`config.mk`:
```
export PLATFORM = sky130hd
export DESIGN_NAME = countdown_timer_bcd
export DESIGN_NICKNAME = d
export VERILOG_FILES = /design/src/rtl/countdown_timer_bcd.sv
export SDC_FILE = /design/constraint.sdc
export NUM_CORES = 1
export LEC_CHECK = 0
export ABC_AREA = 1
export ABC_CLOCK_PERIOD_IN_PS = 2300
export CAP_MARGIN = 0
export CELL_PAD_IN_SITES_DETAIL_PLACEMENT = 2
export CELL_PAD_IN_SITES_GLOBAL_PLACEMENT = 2
export CORE_ASPECT_RATIO = 2
export CORE_UTILIZATION = 28
export CTS_CLUSTER_DIAMETER = 120
export DETAILED_ROUTE_END_ITERATION = 6
export PLACE_DENSITY_LB_ADDON = 0.08
export SYNTH_ARGS = -nofsm -noshare
export SYNTH_HDL_FRONTEND = slang
export SYNTH_SLANG_ARGS = --single-unit
```
`constraint.sdc`:
```
create_clock -name clk_1s -period 2.3 [get_ports clk_1s]
set_clock_uncertainty 0.05 [all_clocks]
set_input_delay 0.46 -clock clk_1s [delete_from_list [all_inputs] [get_ports clk_1s]]
set_output_delay 0.46 -clock clk_1s [all_outputs]
set_load 0.1 [all_outputs]
```
`src/rtl/countdown_timer_bcd.sv`:
```
// countdown_timer_bcd: packed-BCD MM:SS countdown with run/pause/cancel FSM, load validation and timed done beep
// Optional feature macro: QUICK_ADD30_EN (adds the add30 quick-add / quick-start input).
// Ports:
//   clk_1s    - 1 Hz timing clock, all state updates on its rising edge
//   reset_n   - asynchronous active-low reset
//   load      - load time_in (accepted in IDLE, LOADED, DONE)
//   time_in   - packed BCD time, nibble 0 = seconds units, 1 = seconds tens, upper = minutes
//   start     - start from LOADED or resume from PAUSED
//   pause     - pause while RUNNING
//   cancel    - abort to IDLE and clear time (highest priority)
//   add30     - (QUICK_ADD30_EN only) add 30 s, saturating; quick-starts from IDLE
//   time_out  - remaining time, same packing as time_in
//   running   - state is RUNNING
//   paused    - state is PAUSED
//   done_beep - state is DONE (lasts DONE_CYCLES edges)
//   load_err  - one-cycle pulse when a load is rejected as invalid BCD
//   state_out - IDLE=0, LOADED=1, RUNNING=2, PAUSED=3, DONE=4
module countdown_timer_bcd #(
  parameter int MIN_DIGITS = 2,
  parameter int DONE_CYCLES = 3,
  localparam int ND = MIN_DIGITS + 2,
  localparam int W = 4 * ND
) (
  input  logic         clk_1s,
  input  logic         reset_n,
  input  logic         load,
  input  logic [W-1:0] time_in,
  input  logic         start,
  input  logic         pause,
  input  logic         cancel,
`ifdef QUICK_ADD30_EN
  input  logic         add30,
`endif
  output logic [W-1:0] time_out,
  output logic         running,
  output logic         paused,
  output logic         done_beep,
  output logic         load_err,
  output logic [2:0]   state_out
);
  typedef enum logic [2:0] {IDLE = 3'd0, LOADED = 3'd1, RUNNING = 3'd2, PAUSED = 3'd3, DONE = 3'd4} state_t;
  state_t state_q, state_d;
  logic [W-1:0] time_q, time_d;
  logic [3:0] cnt_q, cnt_d;
  logic err_q, err_d;
  function automatic logic bcd_valid(input logic [W-1:0] t);
    bcd_valid = t[7:4] <= 4'd5;
    for (int i = 0; i < ND; i++) bcd_valid = bcd_valid && (t[4*i+:4] <= 4'd9);
  endfunction
  // Digit-wise decrement: each digit only moves when everything below it borrowed.
  function automatic logic [W-1:0] bcd_dec(input logic [W-1:0] t);
    logic b;
    logic [3:0] d;
    bcd_dec = t;
    b = (t != '0);
    for (int i = 0; i < ND; i++) begin
      d = t[4*i+:4];
      bcd_dec[4*i+:4] = b ? (d == 4'd0 ? (i == 1 ? 4'd5 : 4'd9) : d - 4'd1) : d;
      b = b && (d == 4'd0);
    end
  endfunction
`ifdef QUICK_ADD30_EN
  localparam logic [W-1:0] MAX_T = {{MIN_DIGITS{4'h9}}, 8'h59};
  // +3 on seconds tens, then ripple a carry through the minutes; carry out of the top digit saturates.
  function automatic logic [W-1:0] bcd_add30(input logic [W-1:0] t);
    logic c;
    logic [3:0] d;
    bcd_add30 = t;
    d = t[7:4] + 4'd3;
    c = d > 4'd5;
    bcd_add30[7:4] = c ? d - 4'd6 : d;
    for (int i = 2; i < ND; i++) begin
      d = t[4*i+:4];
      bcd_add30[4*i+:4] = c ? (d == 4'd9 ? 4'd0 : d + 4'd1) : d;
      c = c && (d == 4'd9);
    end
    if (c) bcd_add30 = MAX_T;
  endfunction
`endif
  always_comb begin
    state_d = state_q;
    time_d = time_q;
    cnt_d = cnt_q;
    err_d = 1'b0;
    if (cancel) begin
      state_d = IDLE;
      time_d = '0;
      cnt_d = '0;
    end else if (load && (state_q == IDLE || state_q == LOADED || state_q == DONE)) begin
      if (bcd_valid(time_in)) begin
        time_d = time_in;
        state_d = (time_in == '0) ? IDLE : LOADED;
        cnt_d = '0;
      end else err_d = 1'b1;
    end
`ifdef QUICK_ADD30_EN
    else if (add30 && state_q != DONE) begin
      time_d = bcd_add30(time_q);
      state_d = (state_q == IDLE) ? RUNNING : state_q;
    end
`endif
    else if (start && (state_q == LOADED || state_q == PAUSED)) state_d = RUNNING;
    else if (pause && state_q == RUNNING) state_d = PAUSED;
    else if (state_q == RUNNING) begin
      time_d = bcd_dec(time_q);
      if (time_d == '0) begin
        state_d = DONE;
        cnt_d = 4'(DONE_CYCLES - 1);
      end
    end else if (state_q == DONE) begin
      state_d = (cnt_q == 4'd0) ? IDLE : DONE;
      cnt_d = (cnt_q == 4'd0) ? 4'd0 : cnt_q - 4'd1;
    end
  end
  always_ff @(posedge clk_1s or negedge reset_n) begin
    if (!reset_n) begin
      state_q <= IDLE;
      time_q <= '0;
      cnt_q <= '0;
      err_q <= 1'b0;
    end else begin
      state_q <= state_d;
      time_q <= time_d;
      cnt_q <= cnt_d;
      err_q <= err_d;
    end
  end
  assign time_out = time_q;
  assign running = state_q == RUNNING;
  assign paused = state_q == PAUSED;
  assign done_beep = state_q == DONE;
  assign load_err = err_q;
  assign state_out = state_q;
endmodule

```
==> summary.txt <==
Synth Warn # -> 0
Netlist cell types -> 41
critical path startpoint category -> register
H-Tree Depth -> 1
combinational power share -> 63.2%
most used cell, CP -> nand2_1
post-synthesis cell area -> 2020 µm²
commonest cells after routing, fill and taps aside -> buf_4 (66), nand2_1 (60), clkdlybuf4s50_1 (21)
syn_nets -> 300
MaxCap Viol Count -> 0
GR peak layer -> met2
Final Util -> 45.1%
Cells after DPL -> 446
die height -> 122 µm
Clk Latency, worst-skew pair -> 270 ps
Syn Inst Count -> 276
Total GRT Usage -> 23.7%
Critical Path, Cell by Cell -> inv_2, ha_4, buf_4, nand3_1, nor2_2, nand2_4, nand3_1, nand2_1, nor2_1, nand2_1, nor2_2, nand2_2, nand3_4, nand2_4, nand2_1, nand2_1
Antenna Violating Nets Remaining -> 0
CTS max path bufs -> 2
worst min-delay path class -> register to register
clk slew on worst S/H paths -> 70 ps
total grt overflow -> 0
post-synthesis sequential area ratio -> 29.7%
Post-route DRC -> 0
1st-pass router iterations -> 4
R2R Setup Slk -> 60 ps
Seq cells post-synth -> 24
vias per cell -> 5.15
Num Clock Sinks -> 24
worst path bufs/invs -> 2
Final Setup Violations -> 0
antenna violations before repair -> 0
fin crit period -> 2240 ps
Syn Area/Cell -> 7.33 µm²
core area -> 6940 µm²
die area -> 7590 µm²
worst slew pin tran -> 441 ps
first-pass GRT wire length -> 12.6 mm
clk root buf -> clkbuf_16
CP peak stage delay -> 430 ps
CP endpoint kind -> register
Avg WL per Cell -> 18.7 µm
CP top delay family -> simple AND/OR/NAND/NOR gates
DIE WIDTH -> 62.1 µm
boundary pin count -> 45
CTS Buf Count -> 3
met3 Use GR -> 1.80%
M1 GR Usage -> 21.1%
largest net degree at the start of global routing -> 26
number of global-route vias before repair -> 2581
antenna cells -> 0
cell at the slowest stage of the critical path -> dfrtp_2
Internal Power -> 1470 µW
DPL Wire Length -> 6.52 mm
Starting Density -> 29.1%
WL final -> 8.56 mm
Rel. slew slack -> 70.4%
clock power share -> 17.1%
most common cell after layout, fill and taps aside -> buf_4
met2 Use GR -> 47.4%
period utilization -> 97.4%
register share of total power -> 19.7%
max-slew violation count -> 0
gpl congestion -> 0.793
pwr dens -> 993 nW/µm²
Final Hold Viols -> 0
sw frac -> 52.9%
TritonCTS clock tree -> yes
CP required -> 2410 ps
area delta synth->final -> 54.9%
kind of critical path -> register to register
num rows -> 43
CP Data Arrival Time -> 2350 ps
worst vdd ir -> 378 µV
layout cell share with drive strength beyond 1 -> 45.5%
Vias -> 2354
Max FO, Critical Path -> 6
non-filler instance count after layout -> 457
initial drt markers -> 57
IO Port Bufs -> 44
run status -> finished clean
P_leak -> 0.00141 µW
Switch Pwr -> 1650 µW
nets -> 392
FMAX -> 0.446 GHz
cell families (layout without fill, tap and decap cells):
| family | count (synthesis) | in the layout | share of synthesized area, % |
|---|---|---|---|
| flip-flops | 24 | 24 | 29.7 |
| AND/OR/NAND/NOR | 159 | 159 | 41.2 |
| buffers and inverters | 39 | 130 | 8.66 |
| AO/OA/AOI/OAI | 50 | 50 | 18.4 |
| XOR/XNOR | 2 | 2 | 0.866 |
| adder cells (fa/ha/maj) | 2 | 2 | 1.24 |
power groups by stage:
| stage | registers, µW | logic, µW | clock network (µW) |
|---|---|---|---|
| 3_5_place_dp | 610 | 1810 | 0 |
| 5_1_grt | 622 | 2080 | 555 |
| 4_1_cts | 605 | 1860 | 543 |
| 6_report | 612 | 1970 | 533 |
| 3_3_place_gp | 605 | 1770 | 0 |
| 2_1_floorplan | 1170 | 644 | 0 |
sequential cells by signal, indices dropped and copies added (netlist names):
| name | cells |
|---|---|
| cnt_q | 4 |
| load_err | 1 |
| state_out | 3 |
| time_out | 16 |
area by class of cell:
class,instances,area (µm²)
clock buffer,3,75.1
fill,789,3810
timing repair buffer,92,788
clock inverter,1,30.0
sequential,24,609
inverter,34,145
multi-input combinational,213,1370
tap,90,113
synth_stat cells (all sizes together):
library cell   n  area share (%)
nand2         80              16
xnor2          1            0.43
nor3           6             2.8
nand4          9             2.8
a221oi         1            0.43
buf            3             1.5
nor4           5             1.5
nand3         23             7.1
a311oi         1            0.43
or2            1            0.31
dfrtp         24              30
clkinv         1            0.19
xor2           1            0.43
o2bb2ai        1            0.43
ha             2             1.2
a21oi         19             6.0
inv           33             6.6
a22oi         10             5.9
o21a           1            0.37
nor2          35              10
o22ai          1            0.62
o21ai         14             3.5
clkbuf         2            0.37
a31oi          1            0.31
a211oi         1            0.37
worst paths after layout:
| path | start | end | depth (start not counted) |
|---|---|---|---|
| worst min-delay path | cnt_q[3] | cnt_q[3] | 2 |
| worst min register to register | cnt_q[3] | cnt_q[3] | 2 |
| worst max register to register | time_out[0] | cnt_q[1] | 16 |
| worst max-delay path | time_out[0] | cnt_q[1] | 16 |
| max in group asynchronous | reset_n | time_out[1] | 2 |
| min in group asynchronous | reset_n | time_out[7] | 2 |
metal layers:
layer,wire length [µm],vias to the layer above
li1,-,1103
met1,2840,1171
met2,5190,56
met3,137,24
met4,390,0
met5,0,-
repair_timing:
action / 4_1_cts / 5_1_grt
pin swaps: 4 / 19
gates resized for setup: 8 / 26
endpoints found under the hold margin: 0 / 0
setup endpoints to repair: 7 / 8
buffers inserted: 3 / 4
hold buffers: 0 / 0
tightest hold or removal path, stage by stage, from the launching register on:
cell and delay (ps):
dfrtp_1 390, nand2_1 60, nand2_1 50
through the flow:
step	power [µW]	cell area, µm²	setup TNS [ps]	worst slack [ps]	hold slack (ps)
floorplan	1820	2060	-6860	-378	114
global placement	2380	2860	-1330	-138	461
detailed placement	2420	2860	-1240	-167	480
CTS	3010	3010	0	12.7	494
global route	3260	3130	-276	-61.1	529
finish	3110	3130	0	60.2	485
Power figures use the tool's default switching activity.
==> RTL edit (config.mk and constraints unchanged) <==
Remove the register `err_q`: a continuous assignment takes its place, so the output `load_err` follows one clock earlier.
--- a/src/rtl/countdown_timer_bcd.sv
+++ b/src/rtl/countdown_timer_bcd.sv
@@ -119,3 +119,2 @@
       cnt_q <= '0;
-      err_q <= 1'b0;
     end else begin
@@ -124,5 +123,6 @@
       cnt_q <= cnt_d;
-      err_q <= err_d;
     end
   end
+
+  assign err_q = err_d;
   assign time_out = time_q;
Formal check against the unedited RTL: not equivalent (a bounded check fails within 4 cycles, from zero or initial values and one cycle with reset_n low).
==> RTL edit against the unedited design <==
  * Design area is 10% lower
  * Sequential power decreased by 7.5%
  * Count of clock-buffer cells in the layout is 1 higher
  * Total power decreased by 16%
  * Setup slack better by 0.013 ns
  * Synthesized area down 3.8%
  * Wire length fell by 12%
  * Sequential cell count down 1
  * Critical path type is now in -> out
  * Critical endpoint is now load_err
==> RTL edit: results (changes against the unedited design) <==
Placement
  • Pre-CTS setup slack: -0.08700 ns (+0.07979 ns)
  • HPWL Detailed: 6231 um (-4.4%)
  • DP Area: 2699 sq um (-5.5%)
  • Placed insts: 417 (-6.5%)
  • I/O Buffers: 44 (unchanged)
  • RePlAce Congestion: 0.8153 (+2.8%)

Global routing
  • Vias in the first global route: 2,424 (-6.1%)
  • Largest net degree at the start of global routing: 24 (-7.7%)
  • Global-route wire length before repair: 12,100 um (-4.1%)
  • Total track usage: 0.2303 (-0.006620)

Finish
  • Diodes inserted: 0 (unchanged)
  • Nets@finish: 358 (-8.7%)
  • Layout cells sized above 1: 0.3784 (-0.07666)

Outcome
  • Status: finished, final reports clean

CTS
  • CTS Buf Count: 3 (unchanged)
  • H-tree depth: 1 (unchanged)
  • Clk root buf: clkbuf_16

Synthesis
  • Seq/Total Area, Yosys: 0.2958 (-0.001210)
  • Unique cell type count in the Yosys netlist: 39 (-4.9%)
  • Syn nets: 291 (-3.0%)
  • Avg Cell Area, Syn: 7.287 sq um (-0.53%)
  • Area contributors post-synth: dfrtp_1, nand2_1, nor2_1, nand3_1, inv_1
  • Top FF cell, synth: dfrtp_1
  • Most frequent cells after synthesis: nand2_1, nor2_1, inv_1

Routing
  • Starting DRT DRC Count: 45 (-21%)
  • WL/cell: 17.80 um (-5.0%)
  • WL final: 7493 um (-12%)
  • Via Count: 2,123 (-9.8%)

Worst setup path
  • Max Fanout on Critical Path: 3 (-3)
  • Arrival @ worst endpoint: 1.72 ns (-0.63 ns)

Timing
  • Max transition margin: 0.7186 (+0.01486)

Power
  • Leak: 1.309 nW (-7.4%)
  • VDD IR max: 300.0 uV (-21%)
RTL edit: cell count changes after synthesis, sizes merged, moves of 3 or more:
cell,delta
nand2,-16
o21ai,+13
or2,+3
o211ai,+3
nand4,-4
a21oi,-11
a22oi,-10
o22ai,+8
nor4,-3
nor2,+7
RTL edit: routing by layer:
layer | vias up | routed length (um) | track usage
li1 | 1017 | - | -
met3 | 19 | 140 | 0.01401
met4 | 0 | 321 | 0.1236
met2 | 43 | 4466 | 0.4409
met1 | 1044 | 2565 | 0.2281
met5 | - | 0 | 0
RTL edit: critical path, stage by stage:
cell and delay (ns):
clkdlybuf4s50_1 0.42, or2_1 0.28, a21oi_2 0.13, nand2_1 0.09, nand3_4 0.10, inv_2 0.06, buf_12 0.16
RTL edit: path summary, 6_finish.rpt:
check / depth (start not counted) / startpoint / slack (ns) / endpoint
min in group asynchronous: 2 / reset_n / 0.50 / cnt_q[1]
min reg2reg: 2 / cnt_q[3] / 0.47 / cnt_q[3]
max reg2reg: 15 / time_out[0] / 0.21 / state_out[0]
max: 7 / time_in[9] / 0.07 / load_err
min: 2 / cnt_q[3] / 0.47 / cnt_q[3]
max in group asynchronous: 2 / reset_n / 1.40 / state_out[1]
RTL edit: cell families after synthesis:
| logic type | count (synthesis) | share of synthesized area |
|---|---|---|
| simple gates | 150 | 0.4019 |
| compound gates | 51 | 0.1942 |
| buf+inv | 38 | 0.08167 |
| flops | 23 | 0.2958 |
| xor+xnor | 3 | 0.01351 |
| fa+ha+maj | 2 | 0.01286 |
RTL edit: timing repair:
item | in CTS | in global routing
resized for setup | 3 | 10
pin swaps | 3 | 0
setup buffers | 0 | 0
setup endpoints to repair | 1 | 8
RTL edit: report_power, final:
group / leakage [nW] / switching (W) / internal (W)
logic: 0.974 / 0.00116 / 0.000468
clock network: 0.0382 / 0.000174 / 0.000238
registers: 0.297 / 0.0000920 / 0.000474
RTL edit: through the flow:
stage	total power [W]	TNS, ns
CTS	0.002624	0
global placement	0.002179	-0.1574
detailed placement	0.002201	-0.7465
finish	0.002610	0
floorplan	0.001709	-7.251
global route	0.002748	0
RTL edit: final cells by class:
class / count / area, sq um
fill: 805 / 3862
multi-input combinational: 206 / 1272
timing repair buffer: 67 / 630.6
sequential: 23 / 585.6
inverter: 33 / 133.9
tap: 88 / 110.1
clock buffer: 4 / 78.83
